**config.mk**
```make
export PLATFORM = sky130hd
export DESIGN_NAME = lbist_sched
export DESIGN_NICKNAME = d
export VERILOG_FILES = /design/src/rtl/lbist_pkg.sv /design/src/rtl/lbist_prio_enc.sv /design/src/rtl/lbist_sched.sv
export SDC_FILE = /design/constraint.sdc
export NUM_CORES = 1
export LEC_CHECK = 0
export CAP_MARGIN = 0
export CORE_ASPECT_RATIO = 0.7
export CORE_UTILIZATION = 56
export CTS_CLUSTER_SIZE = 30
export DETAILED_ROUTE_END_ITERATION = 7
export PLACE_DENSITY = 0.85
export SYNTH_ARGS = -nofsm -noshare
export SYNTH_HDL_FRONTEND = slang
export SYNTH_SLANG_ARGS = --single-unit
export TNS_END_PERCENT = 1
```
**constraint.sdc**
```tcl
create_clock -name mclk -period 3.3 [get_ports mclk]
set_input_delay 0.33 -clock mclk [delete_from_list [all_inputs] [get_ports mclk]]
set_output_delay 0.33 -clock mclk [all_outputs]
set_load 0.03 [all_outputs]
```
**src/rtl/lbist_pkg.sv**
```systemverilog
// Shared types for the LBIST session scheduler: FSM state encoding and table entry layout.
package lbist_pkg;

    typedef enum logic [2:0] {
        IDLE,
        SEL,
        CLR,
        RUN,
        CHECK,
        FIN
    } lbist_state_t;

    typedef struct packed {
        logic [15:0] pat;
        logic [15:0] depth;
        logic [31:0] sig;
    } lbist_entry_t;

endpackage

```
**src/rtl/lbist_prio_enc.sv**
```systemverilog
// Lowest-set-bit priority encoder used to pick the next pending session.
module lbist_prio_enc #(
    parameter int NSES = 4
) (
    input  logic [NSES-1:0]         req,
    output logic [$clog2(NSES)-1:0] idx
);
    localparam int IW = $clog2(NSES);

    // Scan from the top so the lowest set bit is the last one written.
    always_comb begin
        idx = '0;
        for (int unsigned i = NSES; i > 0; i--) begin
            if (req[i-1]) idx = IW'(i - 1);
        end
    end

endmodule

```
**src/rtl/lbist_sched.sv**
```systemverilog
// LBIST session scheduler: runs enabled table entries in index order on one core.
// Optional watchdog per session enabled by defining LBIST_SCHED_TIMEOUT_EN.
module lbist_sched
    import lbist_pkg::*;
#(
    parameter int NSES = 4,
    parameter int TOW  = 24
) (
    input  logic                    mclk,
    input  logic                    srst,
    input  logic                    tbl_we,
    input  logic [$clog2(NSES)-1:0] tbl_idx,
    input  logic [15:0]             tbl_pat,
    input  logic [15:0]             tbl_depth,
    input  logic [31:0]             tbl_sig,
    input  logic                    sched_start,
    input  logic                    sched_abort,
    input  logic [NSES-1:0]         sched_mask,
    output logic                    core_srst,
    output logic                    lbist_start,
    output logic [15:0]             cfg_lbist_pat,
    output logic [15:0]             cfg_chain_depth,
    input  logic                    lbist_done,
    input  logic [31:0]             lbist_sig,
    output logic                    sched_busy,
    output logic                    sched_done,
    output logic [NSES-1:0]         sess_pass,
    output logic [NSES-1:0]         sess_fail,
    output logic [NSES-1:0]         sess_to,
    output logic [$clog2(NSES)-1:0] cur_idx
);
    if (NSES < 2 || NSES > 8 || TOW < 2) begin : g_cfg_check
        $error("lbist_sched: unsupported NSES/TOW");
    end

    lbist_state_t           state_q, state_nxt;
    lbist_entry_t           tbl [NSES];
    logic [NSES-1:0]        pend_q, pend_clr, cur_oh;
    logic [$clog2(NSES)-1:0] enc_idx;
    logic [31:0]            sig_q;
    logic                   kill_q, empty_done_q;
    logic                   start_any, abort_hit, to_hit, to_fire;

    lbist_prio_enc #(.NSES(NSES)) u_prio (
        .req (pend_q),
        .idx (enc_idx)
    );

    assign start_any = (state_q == IDLE) && sched_start;
    assign abort_hit = sched_abort && (state_q inside {SEL, CLR, RUN, CHECK});
    assign to_fire   = (state_q == RUN) && !lbist_done && !sched_abort && to_hit;

    always_ff @(posedge mclk) begin
        if (srst) state_q <= IDLE;
        else      state_q <= state_nxt;
    end

    always_comb begin
        state_nxt   = state_q;
        lbist_start = 1'b0;
        core_srst   = kill_q;
        sched_busy  = (state_q != IDLE);
        sched_done  = empty_done_q;
        cur_oh      = '0;
        cur_oh[cur_idx] = 1'b1;
        pend_clr    = pend_q & ~cur_oh;
        case (state_q)
            IDLE:  if (sched_start && (sched_mask != '0)) state_nxt = SEL;
            SEL:   state_nxt = CLR;
            CLR: begin
                core_srst = 1'b1;
                state_nxt = RUN;
            end
            RUN: begin
                lbist_start = 1'b1;
                if (lbist_done)   state_nxt = CHECK;
                else if (to_hit)  state_nxt = (pend_clr != '0) ? SEL : FIN;
            end
            CHECK: state_nxt = (pend_clr != '0) ? SEL : FIN;
            FIN: begin
                sched_done = 1'b1;
                state_nxt  = IDLE;
            end
            default: state_nxt = IDLE;
        endcase
        if (abort_hit) state_nxt = FIN;
    end

    always_ff @(posedge mclk) begin
        if (srst) begin
            for (int unsigned i = 0; i < NSES; i++) tbl[i] <= '0;
            pend_q          <= '0;
            sess_pass       <= '0;
            sess_fail       <= '0;
            cur_idx         <= '0;
            cfg_lbist_pat   <= '0;
            cfg_chain_depth <= '0;
            sig_q           <= '0;
            kill_q          <= 1'b0;
            empty_done_q    <= 1'b0;
        end else begin
            kill_q       <= abort_hit || to_fire;
            empty_done_q <= start_any && (sched_mask == '0);
            if (state_q == IDLE && tbl_we)
                tbl[tbl_idx] <= '{pat: tbl_pat, depth: tbl_depth, sig: tbl_sig};
            if (start_any) begin
                sess_pass <= '0;
                sess_fail <= '0;
                pend_q    <= sched_mask;
            end
            // Abort drops the in-flight session without recording a result.
            if (abort_hit) begin
                pend_q <= '0;
            end else begin
                case (state_q)
                    SEL: begin
                        cur_idx         <= enc_idx;
                        cfg_lbist_pat   <= tbl[enc_idx].pat;
                        cfg_chain_depth <= tbl[enc_idx].depth;
                    end
                    RUN: begin
                        if (lbist_done) begin
                            sig_q <= lbist_sig;
                        end else if (to_fire) begin
                            sess_fail[cur_idx] <= 1'b1;
                            pend_q             <= pend_clr;
                        end
                    end
                    CHECK: begin
                        pend_q <= pend_clr;
                        if (sig_q == tbl[cur_idx].sig) sess_pass[cur_idx] <= 1'b1;
                        else                           sess_fail[cur_idx] <= 1'b1;
                    end
                    default: ;
                endcase
            end
        end
    end

`ifdef LBIST_SCHED_TIMEOUT_EN
    logic [TOW-1:0] wdog_q, wdog_inc;
    logic [NSES-1:0] to_q;

    // Fires on the RUN cycle whose increment brings the counter to all-ones.
    assign wdog_inc = wdog_q + 1'b1;
    assign to_hit   = &wdog_inc;
    assign sess_to  = to_q;

    always_ff @(posedge mclk) begin
        if (srst) begin
            wdog_q <= '0;
            to_q   <= '0;
        end else begin
            if (state_q == CLR)      wdog_q <= '0;
            else if (state_q == RUN) wdog_q <= wdog_inc;
            if (start_any)           to_q <= '0;
            else if (to_fire)        to_q[cur_idx] <= 1'b1;
        end
    end
`else
    assign to_hit  = 1'b0;
    assign sess_to = '0;
`endif

endmodule

```
==> flow_summary.toml <==
[run_status]
status = "finished clean"

[placed_design]
gp_congestion = 0.7979
port_buffers = 153
dp_hpwl_um = 19550

[clocking]
cts_made_buffers = 31
post_cts_buffers = 0
insertion_delay_ns = 0.56
cts_tree = "done"
path_clk_slew_ns = 0.07
cts_root_buf = "clkbuf_16"
cts_hold_buf = 0
clock_path_buffers = 3
cts_max_level = 1
clock_sinks = 341
cts_resized = 0

[critical_path]
r2r_setup_slack_ns = 0.50
end_kind = "flop"
cp_max_fo = 32
worst_path_max_delay_cell = "mux4_1"
worstPathCellList = "buf_12 -> mux4_1 -> xnor2_1 -> nand4_1 -> nor4_2 -> nand3_2 -> a32o_1"
crit_required_ns = 3.75
r2r_cells = 7
path_class = "reg2reg"
cp-start-kind = "flop"
critPathMaxStageDelay_ns = 0.63
rr_endpoint = "sess_fail[1]"
cp.arrival_ns = 3.25

[sta]
worst-slew-pin-transition_ns = 1.020
max_freq_mhz = 357.0
finalCriticalPeriod_ns = 2.801
period_share_pct = 84.88
rsz0062_at_grt = "false"
slew_violations = 0
max-slew-margin-rel_pct = 32.00
skew_ns = 0.02116
hold_viol_final = 0
fin_setup_tns_ns = 0
setup_viol = 0

[synth]
synthesis.instances = 1065
synth_ff_type = "edfxtp_1"
avgSynthCellArea_um2 = 13.57
synth_area_um2 = 14460
yosysUniqueCellTypes = 40
yosysWarningCount = 0
async_flop_share_pct = 0
synth_edf_count = 256
yosysSeqAreaShare_pct = 64.95
ys_seq_elements = 341

[route]
wl_per_cell_um = 20.95
vias_per_cell = 5.715
via_count = 8875
wl_met3_um = 2419
wl_um = 32530
remaining_drc_errors = 0
route.top_layer_used = "met5"
drtAntennaViolNets = 0
wl_met2_um = 15750
firstDrtPassIters = 6
drtIter0Drc = 771
drt-met1-wl_um = 13830

[global_route]
grt_pass1_vias = 9071
grt-ovfl-total = 0
antenna_found_initial = 1
grt_first_pass_wirelength_um = 50760
grt_max_degree = 70
grt_usage_pct = 25.19

[finish]
final_common_cell = "and2_1"
diodes = 0
drive_above_1_share_pct = 10.99
nets = 1311
layout_common_cells = "258 x and2_1, 256 x edfxtp_1, 152 x clkdlybuf4s50_1"
syn_to_final_growth_pct = 19.96

[floorplan]
die_w_um = 194.0
initial_core_util_pct = 57.86
dieArea_um2 = 26470
std_cell_rows = 48
ios = 158
core_area_um2 = 24980
die_height_um = 136.4

[power]
finalPower_mw = 9.647
ir_drop_mv = 0.3922
p_leak_nw = 6.135
p_per_area_nw_per_um2 = 556.3

[worst_hold_path]
hold_path_class = "in2reg"
whs_endpoint = "state_q[2]"
hold_path_depth = 2
min_from = "srst"

[flow_run]
cap_violations = 0
-- layout make-up --
type | instances | area (µm²)
clock buffer | 42 | 827.0
clock inverter | 16 | 151.4
fill | 1686 | 7642
inverter | 5 | 18.77
multi-input combinational | 651 | 4783
sequential | 341 | 9390
tap | 325 | 406.6
timing repair buffer | 173 | 1764
-- stage by stage --
step           util (%)  instances  worst slack (ns)  area, µm²  hold WS, ns
2_1_floorplan         -       1068            0.5617      14470       0.4488
3_3_place_gp      65.49       1495            0.6434      16360       0.4429
3_5_place_dp      65.49       1495            0.5456      16360       0.4480
4_1_cts           69.41       1553            0.5089      17340       0.1315
5_1_grt           69.41       1553            0.2920      17340       0.1403
6_report          69.41       1553            0.4990      17340       0.1466
-- how the worst max path moves through the flow --
stage,start,endpoint,cells after the start
4_1_cts,flop,sess_fail[1],7
2_1_floorplan,state_q[1],tbl[2][0],2
6_report,flop,sess_fail[1],7
5_1_grt,flop,sess_fail[1],7
3_3_place_gp,flop,sess_fail[0],7
3_5_place_dp,flop,sess_fail[1],7
-- power by group --
part / switching [mW] / internal (mW)
clock: 1.50 / 1.98
combinational: 0.642 / 0.535
sequential: 0.0968 / 4.89
-- flip-flops by register name (all words and copies together) (netlist names), named ones only --
name,flops
kill_q,1
empty_done_q,1
tbl,256
sig_q,32
sess_pass,4
cfg_lbist_pat,16
pend_q,4
cur_idx,2
sess_fail,4
cfg_chain_depth,16
state_q,3
-- Yosys cell counts (all sizes together), types with 3 or more instances --
cell type / number / area share (%)
and2: 258 / 11
edfxtp: 256 / 53
nand2: 141 / 3.7
dfxtp: 85 / 12
a21oi: 68 / 2.4
mux4: 64 / 10
clkbuf: 58 / 1.5
xnor2: 32 / 1.9
nor2: 21 / 0.55
buf: 13 / 0.65
o21ai: 10 / 0.35
nand4: 8 / 0.35
nor3: 6 / 0.21
inv: 5 / 0.13
a21o: 4 / 0.21
nand3: 4 / 0.17
a22oi: 3 / 0.16
a32o: 3 / 0.21
nand2b: 3 / 0.13
nor4: 3 / 0.17
-- kinds of logic (layout without fill, tap and decap cells) --
| group | Yosys count | in the layout | synth area share, % |
|---|---|---|---|
| flops | 341 | 341 | 64.95 |
| other cells | 1 | 4 | 0.02594 |
| xor+xnor | 32 | 32 | 1.939 |
| simple gates | 453 | 453 | 16.80 |
| compound gates | 97 | 97 | 3.808 |
| buf+inv | 76 | 236 | 2.285 |
| mux | 65 | 65 | 10.20 |
-- routing by layer --
layer	vias to the layer above	GRT usage (%)
li1	4053	-
met1	4439	35.26
met2	339	41.93
met3	42	4.068
met4	2	5.820
met5	-	0
-- critical path, delay by kind of cell, from the launching register on --
family,cells,cell delay (ns)
simple gates,3,0.95
compound gates,1,0.32
flops,1,0.34
buf+inv,1,0.25
xor+xnor,1,0.19
mux,1,0.63
(Power assumes the default switching activity.)
